===== config.mk =====
export PLATFORM = sky130hd
export DESIGN_NAME = divider_16bit_seq
export DESIGN_NICKNAME = d
export VERILOG_FILES = /design/src/rtl/divider_16bit_seq.sv
export SDC_FILE = /design/constraint.sdc
export NUM_CORES = 1
export LEC_CHECK = 0
export ABC_AREA = 1
export CORE_MARGIN = 8
export CORE_UTILIZATION = 45
export CTS_CLUSTER_DIAMETER = 30
export CTS_CLUSTER_SIZE = 10
export DETAILED_ROUTE_END_ITERATION = 8
export PLACE_DENSITY = 0.77
export SLEW_MARGIN = 20
export SYNTH_ARGS = -nofsm -noshare
export SYNTH_HDL_FRONTEND = slang
export SYNTH_SLANG_ARGS = --single-unit

===== constraint.sdc =====
create_clock -name clk -period 3.6 [get_ports clk]
set_clock_uncertainty 0.15 [all_clocks]
set_input_delay 0.36 -clock clk [delete_from_list [all_inputs] [get_ports clk]]
set_output_delay 0.36 -clock clk [all_outputs]
set_load 0.005 [all_outputs]

===== src/rtl/divider_16bit_seq.sv =====
// divider_16bit_seq: iterative restoring unsigned divider, one quotient bit per clock.
// Valid/ready handshake on the operand side and on the result side.
// Optional feature macro: DIV_ZERO_FLAG_EN adds the div_zero output flag.
// Divide-by-zero returns quotient = all ones and remainder = dividend, with or without the flag.
module divider_16bit_seq #(
  parameter int WIDTH = 16
) (
  input  logic             clk,
  input  logic             rst,
  input  logic             in_valid,
  output logic             in_ready,
  input  logic [WIDTH-1:0] dividend,
  input  logic [WIDTH-1:0] divisor,
  output logic             out_valid,
  input  logic             out_ready,
  output logic [WIDTH-1:0] quotient,
  output logic [WIDTH-1:0] remainder
`ifdef DIV_ZERO_FLAG_EN
  ,output logic            div_zero
`endif
);

  localparam int CW = (WIDTH > 2) ? $clog2(WIDTH) : 1;

  typedef enum logic [1:0] {
    S_IDLE = 2'd0,
    S_CALC = 2'd1,
    S_DONE = 2'd2
  } state_t;

  state_t r_state;
  state_t w_state_next;

  logic [WIDTH-1:0] r_rem;
  logic [WIDTH-1:0] r_quo;
  logic [WIDTH-1:0] r_divisor;
  logic [CW-1:0]    r_cnt;
  logic [WIDTH-1:0] r_quotient;
  logic [WIDTH-1:0] r_remainder;
  logic             r_out_valid;

  logic             w_accept;
  logic             w_div_by_zero;
  logic [WIDTH:0]   w_rem_shift;
  logic [WIDTH:0]   w_trial;
  logic             w_trial_neg;
  logic [WIDTH-1:0] w_rem_next;
  logic [WIDTH-1:0] w_quo_next;

  // Handshake and one restoring step. The partial remainder always stays below
  // the divisor, so a WIDTH+1 bit trial difference carries a valid sign bit.
  assign w_accept      = in_valid && (r_state == S_IDLE);
  assign w_div_by_zero = (divisor == {WIDTH{1'b0}});
  assign w_rem_shift   = {r_rem, r_quo[WIDTH-1]};
  assign w_trial       = w_rem_shift - {1'b0, r_divisor};
  assign w_trial_neg   = w_trial[WIDTH];
  assign w_rem_next    = w_trial_neg ? w_rem_shift[WIDTH-1:0] : w_trial[WIDTH-1:0];
  assign w_quo_next    = {r_quo[WIDTH-2:0], ~w_trial_neg};

  assign in_ready  = (r_state == S_IDLE);
  assign out_valid = r_out_valid;
  assign quotient  = r_quotient;
  assign remainder = r_remainder;

  // State register.
  always_ff @(posedge clk or posedge rst) begin
    if (rst) begin
      r_state <= S_IDLE;
    end else begin
      r_state <= w_state_next;
    end
  end

  // Next-state decode: IDLE -> CALC (or straight to DONE on a zero divisor) -> DONE -> IDLE.
  always_comb begin
    w_state_next = r_state;
    case (r_state)
      S_IDLE: begin
        if (w_accept) begin
          if (w_div_by_zero) begin
            w_state_next = S_DONE;
          end else begin
            w_state_next = S_CALC;
          end
        end else begin
          w_state_next = S_IDLE;
        end
      end
      S_CALC: begin
        if (r_cnt == {CW{1'b0}}) begin
          w_state_next = S_DONE;
        end else begin
          w_state_next = S_CALC;
        end
      end
      S_DONE: begin
        if (out_ready) begin
          w_state_next = S_IDLE;
        end else begin
          w_state_next = S_DONE;
        end
      end
      default: begin
        w_state_next = S_IDLE;
      end
    endcase
  end

  // Datapath: latch operands on accept, iterate in CALC, publish results only on DONE entry.
  always_ff @(posedge clk or posedge rst) begin
    if (rst) begin
      r_rem       <= {WIDTH{1'b0}};
      r_quo       <= {WIDTH{1'b0}};
      r_divisor   <= {WIDTH{1'b0}};
      r_cnt       <= {CW{1'b0}};
      r_quotient  <= {WIDTH{1'b0}};
      r_remainder <= {WIDTH{1'b0}};
      r_out_valid <= 1'b0;
    end else begin
      case (r_state)
        S_IDLE: begin
          if (w_accept) begin
            r_divisor <= divisor;
            if (w_div_by_zero) begin
              r_quotient  <= {WIDTH{1'b1}};
              r_remainder <= dividend;
              r_out_valid <= 1'b1;
            end else begin
              r_rem <= {WIDTH{1'b0}};
              r_quo <= dividend;
              r_cnt <= CW'(WIDTH - 1);
            end
          end
        end
        S_CALC: begin
          r_rem <= w_rem_next;
          r_quo <= w_quo_next;
          r_cnt <= r_cnt - {{(CW-1){1'b0}}, 1'b1};
          if (r_cnt == {CW{1'b0}}) begin
            r_quotient  <= w_quo_next;
            r_remainder <= w_rem_next;
            r_out_valid <= 1'b1;
          end
        end
        S_DONE: begin
          if (out_ready) begin
            r_out_valid <= 1'b0;
          end
        end
        default: begin
          r_out_valid <= 1'b0;
        end
      endcase
    end
  end

`ifdef DIV_ZERO_FLAG_EN
  logic r_div_zero;

  assign div_zero = r_div_zero;

  // Divide-by-zero flag: raised with the result, held through DONE, low again in IDLE.
  always_ff @(posedge clk or posedge rst) begin
    if (rst) begin
      r_div_zero <= 1'b0;
    end else if (w_accept) begin
      r_div_zero <= w_div_by_zero;
    end else if ((r_state == S_DONE) && out_ready) begin
      r_div_zero <= 1'b0;
    end
  end
`endif

endmodule

==> results <==
- The sum of buffers and inverters on the critical path is 2.
- In this run the mean area of a mapped cell was 7.43 um^2.
- Routability-driven placement finished with a final weighted congestion of 0.916.
- Synthesis produced 714 cells.
- After detailed routing, the number of vias per cell comes to 4.97.
- The number of cells on the worst reg-to-reg path is 15.
- The sink count of the clock tree is 87.
- Across all register-to-register paths, the minimum setup slack is 1.01 ns.
- Sequential cells were found to cover 41.0% of the synthesized design area.
- The delay of the slowest cell on the worst path is 0.43 ns.
- The flow ran to the end, and the final reports show no timing, DRC or antenna violations.
- The number of remaining DRC errors is 0.
- The Yosys step of the flow raised 0 warnings.
- The die area is 15,500 um^2.
- Once placement finished, the instance area stood at 6050 um^2.
- The final setup TNS is 0 ns.
- At the pin with the least slew margin, the transition time is 0.969 ns.
- The number of max-cap violations is 0.
- The final period utilization is 72.0%.
- The net count of the finished layout is 828.
- The standard cell core area is 11,500 um^2.
- Data on the critical path is required at its endpoint by 3.74 ns.
- The detailed router finished its first iteration with 398 violations.
- The area growth from synthesis to layout is 19.7%.
- Cells with a size suffix above 1 make up 9.11% of the layout.
- The shortest clock period the worst path allows after layout is 2.59 ns.
- The total length of routed wires is 12.5 mm.
- The top-level I/O count is 70.
- The post-synthesis instance area is 5310 um^2.
- The share of total power consumed by net switching is 46.2%.
- The clock network accounts for 14.1% of the total power.
- Global routing finished with a remaining overflow of 0.
- The clock network latency to the later pin of the worst-skew pair is 0.34 ns.
- The number of max-slew violations in the final report is 0.
- The port buffer count is 69.
- The endpoint identified for the worst register-to-register timing path is remainder[10].
- The share of total power in sequential cells is 26.7%.
- The first global-routing pass estimated 21.7 mm of wire.
- The finished cells cover 6350 um^2.
- The repair_antennas step left the layout with diodes totalling 0.
- The startpoint type of the worst setup path is a register.
- Along the worst path, the maximum fanout reaches 18.
- The total iterations of the first detailed-routing run is 5.
- The signal on the critical path passes through ha_1, fa_1, inv_1, nand2_1, nand2_1, nand3_1, nand2_2, nand2_4, nand2_2, nand2_2, nand2_4, nand3_1, nand3_1, nand2_1, inv_1.
- Detailed placement finished with a half-perimeter wire length of 9.38 mm.
- Once the floorplan was initialized, standard cells occupied 46.3% of the core.
- Once detail routing completed, the nets flagged for antenna violations numbered 0.
- The data arrival time of the critical path is 2.73 ns.
- The count of final hold-check violations was 0.
- The internal power of the cells totals 3.62 mW.
- The total power per unit cell area is 1060 nW/um^2.
- The worst setup path is captured at a register.
- After clock tree synthesis, the setup repair step added 0 buffers.
- The floorplan has 39 rows.
- Summed over all nets, the switching power comes to 3.11 mW.
- The startpoint of the most critical register-to-register path is r_divisor[0].
- The worst-case headroom to the max-slew limit is 35.3%.
- The via count of the first global-routing pass is 4,477.
- After clock tree synthesis, the flow added hold-fix buffers numbering 0.
- The average detailed-routed wire length per instance is 13.6 um.
- The synthesized net count is 768.
- Setup violations remaining at the end of the flow were counted as 0.
- CTS built an H-tree with a depth of 3.
- The clock root buffer master is sky130_fd_sc_hd__clkbuf_16.
- The total of fill cells in the finished design is 1,079.
- The number of CTS-inserted buffers is 9.
- Combinational logic is responsible for 59.2% of the overall power.
- The critical path is of the reg2reg type.
- The die extent in y is 125 um.
- TritonCTS built the clock tree.
- Clock-pin slew was measured on the worst setup and hold paths at 0.06 ns.
- The worst-path cell with the longest stage delay is sky130_fd_sc_hd__dfrtp_1.
- Based on the critical path, the design can be clocked at up to 0.386 GHz.
- The maximum ir drop on the vdd rail is 0.576 mV.
- After synthesis the netlist holds a flip-flop and latch count of 87.
- The dominant delay contributor by cell family on the critical path is simple AND/OR/NAND/NOR gates.
- Counting along the longest clock path gives a buffer depth of 2.
- In the global route stage, overall resource usage came out at 16.8%.
- Power comes to 6.73 mW.
- The detailed router placed 4,583 vias in this run.
- The number of distinct library cells after synthesis is 36.
- Setup repair after global routing left no endpoint under its margin.
- The path type of the worst min-delay path is in2async.
- The number of resized instances in the post-cts repair step is 0.
- The die extent in x is 125 um.
- Entering global routing, the biggest net connects 88 pins.
- The number of antenna violations at the first check in global routing is 0.
- For this design the static power due to leakage is 3.27 nW.
==> placed cells by master (no fill, tap or decap), types with 2 or more instances in the layout <==
master                            count
sky130_fd_sc_hd__nand4_1              9
sky130_fd_sc_hd__and2_1               3
sky130_fd_sc_hd__clkbuf_16            9
sky130_fd_sc_hd__a22oi_1              2
sky130_fd_sc_hd__nand2_2             10
sky130_fd_sc_hd__a21oi_1             22
sky130_fd_sc_hd__nand2_4              3
sky130_fd_sc_hd__nor2_1              44
sky130_fd_sc_hd__or2_1                8
sky130_fd_sc_hd__buf_4                5
sky130_fd_sc_hd__a31oi_1             10
sky130_fd_sc_hd__clkinv_4             2
sky130_fd_sc_hd__o211ai_1             2
sky130_fd_sc_hd__clkinv_2             3
sky130_fd_sc_hd__dfrtp_1             87
sky130_fd_sc_hd__o21ai_0             50
sky130_fd_sc_hd__inv_2                5
sky130_fd_sc_hd__clkdlybuf4s50_1     69
sky130_fd_sc_hd__xor2_1               6
sky130_fd_sc_hd__nand3_2             19
sky130_fd_sc_hd__ha_1                17
sky130_fd_sc_hd__nand3_1             63
sky130_fd_sc_hd__nor3_1               2
sky130_fd_sc_hd__or2_0                2
sky130_fd_sc_hd__inv_1              113
sky130_fd_sc_hd__nand2_1            196
sky130_fd_sc_hd__or2_2                7
==> layer usage <==
metal | GRT usage, % | routed length (um) | up-vias
met5 | 0 | 0 | -
met4 | 4.61 | 199 | 0
met3 | 4.55 | 669 | 16
met1 | 22.5 | 6090 | 2071
li1 | - | - | 2374
met2 | 26.1 | 5570 | 122
==> how the worst max path moves through the flow <==
stage / endpoint / depth (start not counted) / startpoint / slack, ns
3_3_place_gp: remainder[0] / 12 / divisor[7] / 0.91
5_1_grt: remainder[10] / 16 / r_quo[15] / 0.81
6_report: remainder[10] / 15 / r_divisor[0] / 1.01
2_1_floorplan: out_valid / 1 / rst / 0.84
4_1_cts: remainder[10] / 15 / r_divisor[0] / 1.05
3_5_place_dp: remainder[0] / 12 / divisor[11] / 0.84
==> state kept, by name (all words and copies together) (netlist names) <==
register and flops:
quotient 16, r_divisor 16, r_quo 16, r_rem 16, remainder 16, r_cnt 4
r_state 2, out_valid 1
==> power groups by stage <==
stage	sequential, mW	combinational (mW)	clock (mW)
6_report	1.80	3.98	0.946
5_1_grt	1.85	4.59	1.01
3_3_place_gp	1.79	3.93	0
2_1_floorplan	1.74	3.04	0
4_1_cts	1.79	4.00	0.959
3_5_place_dp	1.80	3.98	0
==> tightest hold or removal path, stage by stage <==
cell                              delay [ns]
sky130_fd_sc_hd__clkdlybuf4s50_1        0.42
sky130_fd_sc_hd__clkinv_2               0.07
sky130_fd_sc_hd__buf_12                 0.34
==> final cells by class <==
cell class | count | area, um^2 | share of cell area [%]
multi-input combinational | 482 | 2500 | 39.4
timing repair buffer | 75 | 748 | 11.8
sequential | 87 | 2180 | 34.3
clock inverter | 5 | 57.6 | 0.906
inverter | 119 | 448 | 7.05
clock buffer | 11 | 243 | 3.82
tap | 143 | 179 | 2.82
==> kinds of logic after synthesis <==
family,share of synthesized area (%)
flip-flops,41.0
adder cells (fa/ha/maj),4.39
AND/OR/NAND/NOR,32.6
AO/OA/AOI/OAI,9.01
XOR/XNOR,1.16
buffers and inverters,11.8
==> cells in the mapped netlist, drive strengths merged <==
library cell / n / area [um^2]
a31oi: 10 / 62.6
fa: 1 / 20.0
dfrtp: 87 / 2180
and2: 4 / 26.3
nand2: 209 / 832
o21ai: 50 / 250
a22oi: 2 / 15.0
o211ai: 2 / 15.0
xor2: 6 / 52.6
clkbuf: 15 / 90.1
ha: 17 / 213
nor3: 3 / 26.3
a21oi: 24 / 135
xnor2: 1 / 8.76
nand4: 9 / 56.3
or2: 17 / 106
nor2: 45 / 176
buf: 10 / 78.8
dlymetal6s2s: 1 / 12.5
inv: 119 / 447
nand3: 82 / 505
==> stage by stage <==
stage | hold WS (ns) | worst slack, ns | cells | util (%)
after floorplan | 0.303 | 0.840 | 714 | -
after global placement | 0.317 | 0.913 | 906 | 52.8
after detailed placement | 0.326 | 0.845 | 906 | 52.8
after CTS | 0.315 | 1.05 | 922 | 55.4
after global routing | 0.356 | 0.809 | 922 | 55.4
final | 0.269 | 1.01 | 922 | 55.4
(Power assumes the default switching activity.)
